### src/rtl/hough_pkg.sv
// hough_pkg
// Shared constants and types for the Hough transform blocks (voting FSM and
// peak finder). Holds the default accumulator geometry, the rho bias, the
// one-hot state encoding and the fixed output field widths.
package hough_pkg;

  // Rho values are biased by this amount before being used as a bin index,
  // so that negative rho maps onto the low end of the accumulator row.
  localparam int MAX_RHO    = 800;

  localparam int RHO_BINS   = 1600;
  localparam int THETA_BINS = 181;
  localparam int RHO_OFFSET = MAX_RHO;
  localparam int COUNT_W    = 16;
  localparam int ADDR_W     = 19;

  // Fixed widths of the reported peak coordinates.
  localparam int RHO_OUT_W  = 11;
  localparam int THETA_W    = 8;

  // One-hot encoding, same style as the voting FSM.
  typedef enum logic [3:0] {
    IDLE  = 4'b0001,
    SCAN  = 4'b0010,
    DRAIN = 4'b0100,
    DONE  = 4'b1000
  } state_t;

endpackage

### src/rtl/hough_bin_counter.sv
// hough_bin_counter
// Nested rho/theta scan counter for walking the accumulator in row-major
// order. A linear address is kept alongside the two indices so no
// multiplier is needed to form theta*RHO_BINS + rho_idx.
// Ports:
//   clock, reset      : clock, asynchronous active-low reset
//   en                : advance one bin
//   clr               : return to bin 0 (priority over en)
//   rho_idx           : inner index, wraps at RHO_BINS-1
//   theta_idx         : outer index
//   addr              : linear address of the current bin
//   last              : current bin is the final bin of the accumulator
module hough_bin_counter #(
  parameter int RHO_BINS   = 1600,
  parameter int THETA_BINS = 181,
  parameter int RHO_W      = 11,
  parameter int THETA_W    = 8,
  parameter int ADDR_W     = 19
) (
  input  logic               clock,
  input  logic               reset,
  input  logic               en,
  input  logic               clr,
  output logic [RHO_W-1:0]   rho_idx,
  output logic [THETA_W-1:0] theta_idx,
  output logic [ADDR_W-1:0]  addr,
  output logic               last
);

  logic rho_wrap;

  assign rho_wrap = (rho_idx == RHO_W'(RHO_BINS - 1));
  assign last     = rho_wrap && (theta_idx == THETA_W'(THETA_BINS - 1));

  // Stepping past the last bin wraps everything to zero so the counter is
  // already positioned for the next scan.
  always_ff @(posedge clock or negedge reset) begin
    if (!reset) begin
      rho_idx   <= '0;
      theta_idx <= '0;
      addr      <= '0;
    end else if (clr) begin
      rho_idx   <= '0;
      theta_idx <= '0;
      addr      <= '0;
    end else if (en) begin
      if (last) begin
        rho_idx   <= '0;
        theta_idx <= '0;
        addr      <= '0;
      end else begin
        addr <= addr + ADDR_W'(1);
        if (rho_wrap) begin
          rho_idx   <= '0;
          theta_idx <= theta_idx + THETA_W'(1);
        end else begin
          rho_idx <= rho_idx + RHO_W'(1);
        end
      end
    end
  end

endmodule

### src/rtl/hough_peak_finder.sv
// hough_peak_finder
// Scans the whole rho x theta accumulator after voting, reports the
// strongest bin at or above a threshold, and zeroes every bin behind the
// read so the accumulator is clean for the next frame.
// Ports:
//   clock, reset               : clock, asynchronous active-low reset
//   start, threshold           : start request (sampled in IDLE) and vote threshold
//   mem_rd_en/addr/data        : 1-cycle-latency accumulator read port
//   mem_wr_en/addr/data        : accumulator clear port (data always 0)
//   busy, done                 : scan in progress / one-cycle result strobe
//   found, peak_rho/theta/votes: best bin found by the last scan
module hough_peak_finder #(
  parameter int RHO_BINS   = hough_pkg::RHO_BINS,
  parameter int THETA_BINS = hough_pkg::THETA_BINS,
  parameter int RHO_OFFSET = hough_pkg::RHO_OFFSET,
  parameter int COUNT_W    = hough_pkg::COUNT_W,
  parameter int ADDR_W     = hough_pkg::ADDR_W
) (
  input  logic                clock,
  input  logic                reset,
  input  logic                start,
  input  logic [COUNT_W-1:0]  threshold,
  output logic                mem_rd_en,
  output logic [ADDR_W-1:0]   mem_rd_addr,
  input  logic [COUNT_W-1:0]  mem_rd_data,
  output logic                mem_wr_en,
  output logic [ADDR_W-1:0]   mem_wr_addr,
  output logic [COUNT_W-1:0]  mem_wr_data,
  output logic                busy,
  output logic                done,
  output logic                found,
  output logic signed [10:0]  peak_rho,
  output logic [7:0]          peak_theta,
  output logic [COUNT_W-1:0]  peak_votes
);

  import hough_pkg::*;

  localparam int RHO_W = (RHO_BINS > 1) ? $clog2(RHO_BINS) : 1;

  state_t               state, next_state;
  logic                 start_accept;
  logic                 scan_last;
  logic [RHO_W-1:0]     rho_idx;
  logic [THETA_W-1:0]   theta_idx;
  logic [ADDR_W-1:0]    scan_addr;
  logic [COUNT_W-1:0]   threshold_q;
  logic                 rd_valid;
  logic [ADDR_W-1:0]    rd_addr_q;
  logic [RHO_W-1:0]     rd_rho_q;
  logic [THETA_W-1:0]   rd_theta_q;
  logic                 hit;

  assign start_accept = (state == IDLE) && start;

  hough_bin_counter #(
    .RHO_BINS   (RHO_BINS),
    .THETA_BINS (THETA_BINS),
    .RHO_W      (RHO_W),
    .THETA_W    (THETA_W),
    .ADDR_W     (ADDR_W)
  ) u_counter (
    .clock     (clock),
    .reset     (reset),
    .en        (state == SCAN),
    .clr       (start_accept),
    .rho_idx   (rho_idx),
    .theta_idx (theta_idx),
    .addr      (scan_addr),
    .last      (scan_last)
  );

  always_ff @(posedge clock or negedge reset) begin
    if (!reset) state <= IDLE;
    else        state <= next_state;
  end

  always_comb begin
    next_state = state;
    case (state)
      IDLE:    if (start) next_state = SCAN;
      SCAN:    if (scan_last) next_state = DRAIN;
      DRAIN:   next_state = DONE;
      DONE:    next_state = IDLE;
      default: next_state = IDLE;
    endcase
  end

  assign mem_rd_en   = (state == SCAN);
  assign mem_rd_addr = scan_addr;
  assign mem_wr_en   = rd_valid;
  assign mem_wr_addr = rd_addr_q;
  assign mem_wr_data = '0;
  assign busy        = (state != IDLE);
  assign done        = (state == DONE);

  // Delay the read address and indices by the RAM latency so they line up
  // with the returned word; the same delayed address drives the clear.
  always_ff @(posedge clock or negedge reset) begin
    if (!reset) begin
      rd_valid   <= 1'b0;
      rd_addr_q  <= '0;
      rd_rho_q   <= '0;
      rd_theta_q <= '0;
    end else begin
      rd_valid   <= mem_rd_en;
      rd_addr_q  <= scan_addr;
      rd_rho_q   <= rho_idx;
      rd_theta_q <= theta_idx;
    end
  end

  // The first qualifying word is always taken, even if it equals zero with
  // a zero threshold; afterwards only a strictly larger count replaces it,
  // so ties keep the earliest bin in scan order.
  assign hit = rd_valid && (mem_rd_data >= threshold_q) &&
               (!found || (mem_rd_data > peak_votes));

  always_ff @(posedge clock or negedge reset) begin
    if (!reset) begin
      threshold_q <= '0;
      found       <= 1'b0;
      peak_rho    <= '0;
      peak_theta  <= '0;
      peak_votes  <= '0;
    end else if (start_accept) begin
      threshold_q <= threshold;
      found       <= 1'b0;
      peak_rho    <= '0;
      peak_theta  <= '0;
      peak_votes  <= '0;
    end else if (hit) begin
      found      <= 1'b1;
      peak_votes <= mem_rd_data;
      peak_theta <= rd_theta_q;
      peak_rho   <= 11'(rd_rho_q) - 11'(RHO_OFFSET);
    end
  end

endmodule

### config.mk
export PLATFORM = sky130hd
export DESIGN_NAME = hough_peak_finder
export DESIGN_NICKNAME = d
export VERILOG_FILES = /design/src/rtl/hough_pkg.sv /design/src/rtl/hough_bin_counter.sv /design/src/rtl/hough_peak_finder.sv
export SDC_FILE = /design/constraint.sdc
export NUM_CORES = 1
export LEC_CHECK = 0
export BUFFER_PORTS_ARGS = -buffer_cell sky130_fd_sc_hd__buf_2
export CORE_ASPECT_RATIO = 1.5
export CORE_UTILIZATION = 40
export CTS_CLUSTER_DIAMETER = 150
export CTS_CLUSTER_SIZE = 10
export DETAILED_ROUTE_END_ITERATION = 16
export SYNTH_ARGS = -nofsm -noshare
export SYNTH_HDL_FRONTEND = slang
export SYNTH_SLANG_ARGS = --single-unit
### constraint.sdc
create_clock -name clock -period 2.15 [get_ports clock]
set_input_delay 0.215 -clock clock [delete_from_list [all_inputs] [get_ports clock]]
set_output_delay 0.215 -clock clock [all_outputs]
set_load 0.02 [all_outputs]
==> impl_metrics.toml, run 1 <==
[sta]
finalWorstSetupSlack_ps = -131.9
min_period_over_period_pct = 106.1
fin_crit_ps = 2282
finalHoldViolCount = 0
max_slew.worst_pin.slew_ps = 635.0
report.final.slew_viol_count = 0
fmax_ghz = 0.4382
maxSlewHeadroom_pct = 57.67
setup_viol = 35
finalClockSkew_ps = 12.23
rsz0062_at_grt = "true"

[die]
die_x_um = 105.4
rows = 56
coreArea_um2 = 15630
die-area_um2 = 16560
start_util_pct = 41.06
pin_count = 129
die_h_um = 157.1

[drt]
vias = 5228
via_per_inst = 5.120
drtPass1Iterations = 4
routedWlPerCell_um = 15.50
drt_iter0_drc = 185
antenna_left = 0
drc = 0
finalWirelength_mm = 15.83

[placed_design]
portBuffers = 112
place.gp.congestion = 0.8167
post-dp-hpwl_mm = 11.43

[clock_network]
root_buffer = "clkbuf_16"
clock_sinks = 133
htreeDepth = 4
path_clk_slew_ps = 60
cts_made_buffers = 17
cts_buffer_depth = 2
worstSkewPairLatency_ps = 410
cts_tree = "done"

[global_route]
grt-ovfl-total = 0
grt_max_degree = 67
grt_pass1_wl_mm = 25.71
first_global_vias = 5495
antenna_found_initial = 0
grtUsageTotal_pct = 19.74

[yosys]
synth_area_leaders = "dfrtp_1 (51%), ha_1 (7.2%), nand2_1 (7.0%)"
ys_seq_area_share_pct = 51.89
synth_warnings = 0
synth_area_leader_cell = "dfrtp_1"
syn_area_um2 = 6416
yosysTopAreaCellShare_pct = 51.48
synth_async_sr_flop_share_pct = 100.0
synth_seq_cells = 133
syn-instance-count = 640
synth_ff_type = "dfrtp_1"
synth_area_per_cell_um2 = 10.03
synth-edff-count = 0
synth_cell_type_count = 54

[worst_setup_path]
cp_top_family = "simple AND/OR/NAND/NOR gates"
crit_fanout = 10
cp_num_buf_inv = 3
crit_path_end_kind = "flop"
max_stage_delay_ps = 380
crit_chain = "inv_2, ha_4, nand4_1, nor3_2, buf_4, nand2_4, o21ai_2, and4_4, buf_12, mux2i_2"
worstPathArrival_ps = 2600
worstSetupStartpointType = "flop"
criticalPathCategory = "flop to flop"
required_ps = 2470
slowest_stage = "dfrtp_2"

[finish]
final_common_cell = "dfrtp_1"
final_layout_size_suffix_gt1_share_pct = 29.34
diodes = 0
final_cell_mix = "dfrtp_1 (125), nand2_1 (118), buf_2 (111)"
final_util_pct = 52.77
final_nets = 877
area_growth_pct = 28.51

[pwr]
total_power_uw = 9404
peakVddDrop_mv = 0.5834
power_density_nw_per_um2 = 1141
leakagePower_uw = 0.004075

[hold_path]
min_path_type = "primary input to flop"

[run_status]
violations = "setup timing"
outcome = "finished with violations"

[run]
maxCapViolations = 0
## sequential cells by signal, summed over array words and instances (netlist names)
register	flops
mem_wr_addr	19
u_counter.addr	19
peak_votes	16
threshold_q	16
peak_rho	11
rd_rho_q	11
u_counter.rho_idx	11
peak_theta	8
rd_theta_q	8
u_counter.theta_idx	8
state	4
found	1
mem_wr_en	1
## report_power, final
group | leakage [uW] | internal, uW | switching, uW
combinational | 0.00203 | 1420 | 2100
clock | 0.000249 | 1480 | 1060
sequential | 0.00179 | 3030 | 314
total | 0.00407 | 5940 | 3470
## worst paths after layout
| check | cells past startpoint | endpoint | startpoint | slack (ps) |
|---|---|---|---|---|
| worst max register to register | 10 | peak_theta[3]$_DFFE_PN0P_ | peak_votes[14]$_DFFE_PN0P_ | -130 |
| max in group asynchronous | 3 | rd_theta_q[6]$_DFF_PN0_ | reset | 1110 |
| worst min-delay path | 3 | threshold_q[10]$_DFFE_PN0P_ | threshold[10] | 10 |
| min in group asynchronous | 2 | threshold_q[9]$_DFFE_PN0P_ | reset | 380 |
| worst max-delay path | 10 | peak_theta[3]$_DFFE_PN0P_ | peak_votes[14]$_DFFE_PN0P_ | -130 |
| worst min register to register | 0 | rd_theta_q[5]$_DFF_PN0_ | u_counter.theta_idx[5]$_DFFE_PN0P_ | 420 |
## worst register-to-register path, stage by stage (launching register included)
cell and delay [ps]:
dfrtp_2 380, inv_2 50, ha_4 260, nand4_1 190, nor3_2 250, buf_4 170
nand2_4 50, o21ai_2 130, and4_4 330, buf_12 170, mux2i_2 220
## layout make-up
| type | count | area (um^2) |
|---|---|---|
| inverter | 42 | 157.7 |
| sequential | 133 | 3338 |
| timing repair buffer | 171 | 1112 |
| clock buffer | 18 | 439.2 |
| multi-input combinational | 440 | 2855 |
| fill | 1433 | 7380 |
| tap | 203 | 254.0 |
| clock inverter | 14 | 88.84 |
## cells by family after synthesis
| family | synth area share, % |
|---|---|
| AOI/OAI and AO/OA | 11.43 |
| xor gates and xnor gates | 0.8192 |
| adders and majority gates | 7.215 |
| buffers and inverters | 6.708 |
| DFF | 51.89 |
| muxes | 5.460 |
| other | 0.05845 |
| and+or+nand+nor | 16.42 |
## metrics by stage
step                setup slack, ps  setup TNS, ps  std cells  hold slack, ps  cell area, um^2
finish                       -131.9          -3295       1021           13.24             8245
global route                 -259.1          -7751       1021           10.70             8245
CTS                          -111.6          -2385       1015           1.000             8132
detailed placement           -202.5          -5765        981           259.8             7516
global placement             -156.3          -4820        981           257.8             7516
floorplan                     1.658              0        655          -80.59             6511
## cells in the mapped netlist (all sizes together) (5+ instances only)
cell,number
nand2b,6
nand3,16
o31ai,10
a21oi,18
nor3,7
nor2b,10
nand4,13
inv,42
nand2,120
nor2,17
buf,22
a211oi,5
mux2i,35
clkbuf,19
and3,11
and2,6
ha,37
o21ai,76
dfrtp,132
## timing repair
action,4_1_cts,5_1_grt
hold buffers,2,0
cloned,0,3
setup buffers,0,4
gates resized for setup,12,9
pin swaps,2,2
hold endpoints to repair,64,0
endpoints found under the setup margin,36,46
## layer usage
| metal | vias up | wire, um | GRT usage, % |
|---|---|---|---|
| li1 | 2495 | - | - |
| met1 | 2566 | 6152 | 21.12 |
| met2 | 135 | 8521 | 36.78 |
| met3 | 32 | 597 | 3.727 |
| met4 | 0 | 553 | 9.993 |
| met5 | - | 0 | 0 |
(Power assumes the default switching activity.)
==> run 2: changes to the inputs <==
- CORE_UTILIZATION: 40 -> 30
==> impl_metrics.toml, run 2 (synthesis results as in run 1) <==
[sta]
finalWorstSetupSlack_ps = -155.8
fin_crit_ps = 2306
fmax_ghz = 0.4337
min_period_over_period_pct = 107.2
finalHoldViolCount = 0
tns_ps = -3893
rsz0062_at_grt = "true"
report.final.slew_viol_count = 0
setup_viol = 33
finalClockSkew_ps = 11.61

[worst_setup_path]
slowest_stage = "dfrtp_2"
max_stage_delay_ps = 370
worstSetupStartpointType = "flop"
cp_top_family = "simple AND/OR/NAND/NOR gates"
r2r_cells = 10
required_ps = 2460
r2r-end = "peak_votes[6]$_DFFE_PN0P_"
worstPathArrival_ps = 2620
crit_chain = "inv_2, ha_4, nand4_1, nor3_2, nand2_1, or2_1, and4_4, buf_12, buf_16, mux2i_1"
cp_num_buf_inv = 3
criticalPathCategory = "flop to flop"
timing.rr.start = "peak_votes[15]$_DFFE_PN0P_"
ff2ff_setup_slack_ps = -160
crit_fanout = 4
crit_path_end_kind = "flop"

[finish]
final_layout_size_suffix_gt1_share_pct = 28.36
final_cells = 1093
final_cell_mix = "dfrtp_1 (125), nand2_1 (119), buf_2 (111)"
diodes = 0
final_common_cell = "dfrtp_1"
final_nets = 884
area_growth_pct = 32.02
num-fill-cells = 2057

[clock_network]
cts_tree = "done"
cts_made_buffers = 17
path_clk_slew_ps = 60
root_buffer = "clkbuf_16"
clock_sinks = 133
cts_buffer_depth = 2
worstSkewPairLatency_ps = 430
htreeDepth = 4

[global_route]
first_global_vias = 5019
grt_max_degree = 58
grtUsageTotal_pct = 15.25
grt-ovfl-total = 0
grt_pass1_wl_mm = 25.54
antenna_found_initial = 0

[placed_design]
place_inst = 1046
dp_slack_ps = -128.4
place.gp.congestion = 0.7771
post-dp-hpwl_mm = 11.23
portBuffers = 112

[die]
pin_count = 129
coreArea_um2 = 20980
rows = 65
die-area_um2 = 21990
die_h_um = 181.1
start_util_pct = 30.58
die_x_um = 121.4

[drt]
routedWlPerCell_um = 14.69
vias = 5048
antenna_left = 0
drc = 0
finalWirelength_mm = 16.06
drtPass1Iterations = 6
via_per_inst = 4.618
drt_iter0_drc = 262

[hold_path]
min_path_type = "primary input to flop"
min_from = "threshold[3]"
holdPathEnd = "threshold_q[3]$_DFFE_PN0P_"
hold_path_depth = 3

[pwr]
total_power_uw = 9983
leakagePower_uw = 0.004148
power_density_nw_per_um2 = 1179
peakVddDrop_mv = 0.5980

[run]
maxCapViolations = 0

[run_status]
violations = "setup timing"
outcome = "finished with violations"
[run 2: cell count changes in the layout (fill, tap and decap cells not counted), sizes merged]
cell	change
clkinv	-7
dlygate4sd3	+7
inv	+7
bufinv	+4
buf	+3
clkbuf	-3
clkinvlp	-3
nand2	-1
[run 2: worst max path at each step]
stage                          startpoint                          to  slack (ps)  cells after the start
2_1_floorplan  peak_votes[12]$_DFFE_PN0P_     peak_rho[7]$_DFFE_PN0P_           2                     10
3_3_place_gp              mem_rd_data[13]  peak_votes[11]$_DFFE_PN0P_         -90                      9
3_5_place_dp              mem_rd_data[15]  peak_votes[15]$_DFFE_PN0P_        -130                      9
4_1_cts        peak_votes[15]$_DFFE_PN0P_   peak_votes[6]$_DFFE_PN0P_         -50                      9
5_1_grt        peak_votes[15]$_DFFE_PN0P_   peak_votes[8]$_DFFE_PN0P_        -250                     11
6_report       peak_votes[15]$_DFFE_PN0P_   peak_votes[6]$_DFFE_PN0P_        -160                     10
[run 2: repair_timing]
| item | in CTS | in global routing |
|---|---|---|
| cloned | 2 | 0 |
| setup buffers | 4 | 3 |
| hold endpoints to repair | 43 | 0 |
| hold buffers | 9 | 0 |
| resized for setup | 7 | 10 |
| pin swaps | 4 | 8 |
| endpoints found under the setup margin | 33 | 40 |
[run 2: area by class of cell]
type,count,area (um^2),area share [%]
Clock buffer,17,425.4,5.022
Clock inverter,15,215.2,2.541
Inverter,42,157.7,1.861
Multi-Input combinational cell,439,2804,33.10
Sequential cell,133,3338,39.41
Tap cell,268,335.3,3.959
Timing Repair Buffer,179,1195,14.11
[run 2: worst min-delay path, stage by stage]
cell and delay (ps):
buf_2 90, nand2_1 40, o21ai_0 60
[run 2: metrics by stage]
stage / util (%) / instance area, um^2 / hold WS (ps)
2_1_floorplan: - / 6511 / -80.59
3_3_place_gp: 36.27 / 7610 / 153.3
3_5_place_dp: 36.27 / 7610 / 152.2
4_1_cts: 40.26 / 8447 / 3.985
5_1_grt: 40.37 / 8471 / 15.54
6_report: 40.37 / 8471 / 19.79
[run 2: power breakdown]
group / internal (uW) / switching (uW)
sequential: 3030 / 290
clock: 1970 / 1200
combinational: 1420 / 2080
[run 2: per-layer routing]
| metal | GRT usage, % | vias to the layer above | part of all wire [%] |
|---|---|---|---|
| li1 | - | 2507 | - |
| met4 | 5.926 | 0 | 1.9 |
| met5 | 0 | - | 0 |
| met1 | 17.21 | 2392 | 42 |
| met3 | 3.725 | 20 | 4.5 |
| met2 | 27.14 | 129 | 52 |
==> run 3: changes to the inputs <==
- ABC_AREA: unset -> 1
==> impl_metrics.toml, run 3 <==
[sta]
finalHoldViolCount = 0
fmax_ghz = 0.4973
tns_ps = 0
setup_viol = 0
finalClockSkew_ps = 9.463
fin_crit_ps = 2011
report.final.slew_viol_count = 0
finalWorstSetupSlack_ps = 139.2
min_period_over_period_pct = 93.52

[worst_setup_path]
crit_chain = "inv_1, ha_1, nand2_1, nor3_2, nand2_1, nand2_1, nand2_1, nand2_2, buf_4, nand4_1, nand2_1"
critical_path.most_common_cell = "nand2_1"
crit_fanout = 13
worstSetupStartpointType = "flop"
criticalPathCategory = "flop to flop"
timing.rr.start = "peak_votes[13]$_DFFE_PN0P_"
cp-startpoint = "peak_votes[13]$_DFFE_PN0P_"
max_stage_delay_ps = 380
slowest_stage = "dfrtp_1"
required_ps = 2500
crit_path_end_kind = "flop"
worstPathArrival_ps = 2360

[finish]
final_cells = 1131
final_cell_mix = "nand2_1 (147), dfrtp_1 (132), buf_2 (111)"
num-fill-cells = 2126
seq_area_um2 = 3329
diodes = 0
final_common_cell = "nand2_1"
area_growth_pct = 24.95
multiInputGateArea_um2 = 2566
final_layout_size_suffix_gt1_share_pct = 21.55
final_nets = 922

[placed_design]
portBuffers = 112
post-dp-hpwl_mm = 11.23
place.gp.congestion = 0.8462
place_inst = 1088
dp_slack_ps = 42.91

[pwr]
switching_share_pct = 37.65
power_density_nw_per_um2 = 1202
pwr-share-comb_pct = 33.1
clockPowerShare_pct = 31.1
leakagePower_uw = 0.004206
peakVddDrop_mv = 0.4338
power_switching_uw = 3634
total_power_uw = 9652
p_int_uw = 6018
seqPwrFrac_pct = 35.8

[yosys]
synth_async_sr_flop_share_pct = 100.0
synth_cell_type_count = 36
ys_seq_area_share_pct = 51.82
syn-instance-count = 718
yosysTopAreaCellShare_pct = 51.41
synth_area_leaders = "dfrtp_1 (51%), nand2_1 (8.6%), ha_1 (7.2%)"
yosysMostFrequentCell = "nand2_1"
synth_area_leader_cell = "dfrtp_1"
synth-edff-count = 0
syn_area_um2 = 6425
synth_area_per_cell_um2 = 8.948
synth_warnings = 0
yosys-top-cells-count = "nand2_1 (147), dfrtp_1 (132), inv_1 (92)"
synth_seq_cells = 133
synth_ff_type = "dfrtp_1"

[drt]
vias = 5250
finalWirelength_mm = 15.78
routedWlPerCell_um = 13.95
drtPass1Iterations = 4
via_per_inst = 4.642
drc = 0
antenna_left = 0
drt_iter0_drc = 310

[global_route]
grt_max_degree = 73
grt-ovfl-total = 0
first_global_vias = 5117
grt_pass1_wl_mm = 25.38
grtUsageTotal_pct = 14.85
antenna_found_initial = 0

[run_status]
outcome = "completed"

[clock_network]
worstSkewPairLatency_ps = 420
clock_sinks = 133
cts_buffer_depth = 2
path_clk_slew_ps = 70
root_buffer = "clkbuf_16"
htreeDepth = 4
cts_made_buffers = 17
cts_tree = "done"

[die]
start_util_pct = 30.62
pin_count = 129
die_h_um = 181.2
die_x_um = 121.5
coreArea_um2 = 20980
die-area_um2 = 22020
rows = 65

[hold_path]
min_path_type = "primary input to flop"
min_from = "threshold[3]"

[run]
maxCapViolations = 0
## run 3: worst paths after layout
check / endpoint / slack, ps / cells after the start
worst max-delay path: peak_votes[7]$_DFFE_PN0P_ / 140 / 11
worst min-delay path: threshold_q[3]$_DFFE_PN0P_ / 20 / 3
worst max register to register: peak_votes[7]$_DFFE_PN0P_ / 140 / 11
worst min register to register: rd_theta_q[6]$_DFF_PN0_ / 370 / 0
max in group asynchronous: rd_rho_q[0]$_DFF_PN0_ / 1110 / 3
min in group asynchronous: threshold_q[3]$_DFFE_PN0P_ / 280 / 2
## run 3: metal layers
metal | part of all wire (%) | track usage [%]
met5 | 0 | 0
met2 | 53 | 26.75
met4 | 1.8 | 6.420
met3 | 4.5 | 3.409
met1 | 41 | 16.32
## run 3: area by class of cell
class	count	area share (%)
clock buffer	19	5.642
clock inverter	13	1.979
inverter	94	4.473
multi-input combinational	466	31.97
sequential	133	41.47
tap	268	4.177
timing repair buffer	138	10.29
## run 3: through the flow
stage	area (um^2)	utilization (%)	hold slack, ps
2_1_floorplan	6481	-	-80.59
6_report	8028	38.26	18.33
5_1_grt	8028	38.26	11.12
4_1_cts	7933	37.81	3.134
3_5_place_dp	7281	34.70	167.4
3_3_place_gp	7281	34.70	161.9
## run 3: power by group through the flow
stage / clock [uW] / sequential (uW) / combinational, uW
finish: 3000 / 3460 / 3200
global placement: 0 / 3490 / 3040
global route: 3200 / 3540 / 3630
detailed placement: 0 / 3510 / 3090
CTS: 3070 / 3460 / 3110
floorplan: 0 / 3780 / 1790
## run 3: cells by family after synthesis
kind of cell    share of synthesized area, %
buf+inv                                9.542
simple gates                           22.43
other cells                          0.05837
fa+ha+maj                              7.205
compound gates                         7.030
xor+xnor                               1.909
flops                                  51.82
## run 3: worst max-delay path: cells and delay by family, from the launching register on
kind / cells / cell delay [ps]
buf+inv: 2 / 310
flops: 1 / 380
fa+ha+maj: 1 / 290
simple gates: 8 / 940
## run 3: repair_timing
item,CTS,global route
hold buffers,4,0
buffers inserted,0,6
endpoints found under the setup margin,0,49
gates resized for setup,0,10
endpoints found under the hold margin,43,0
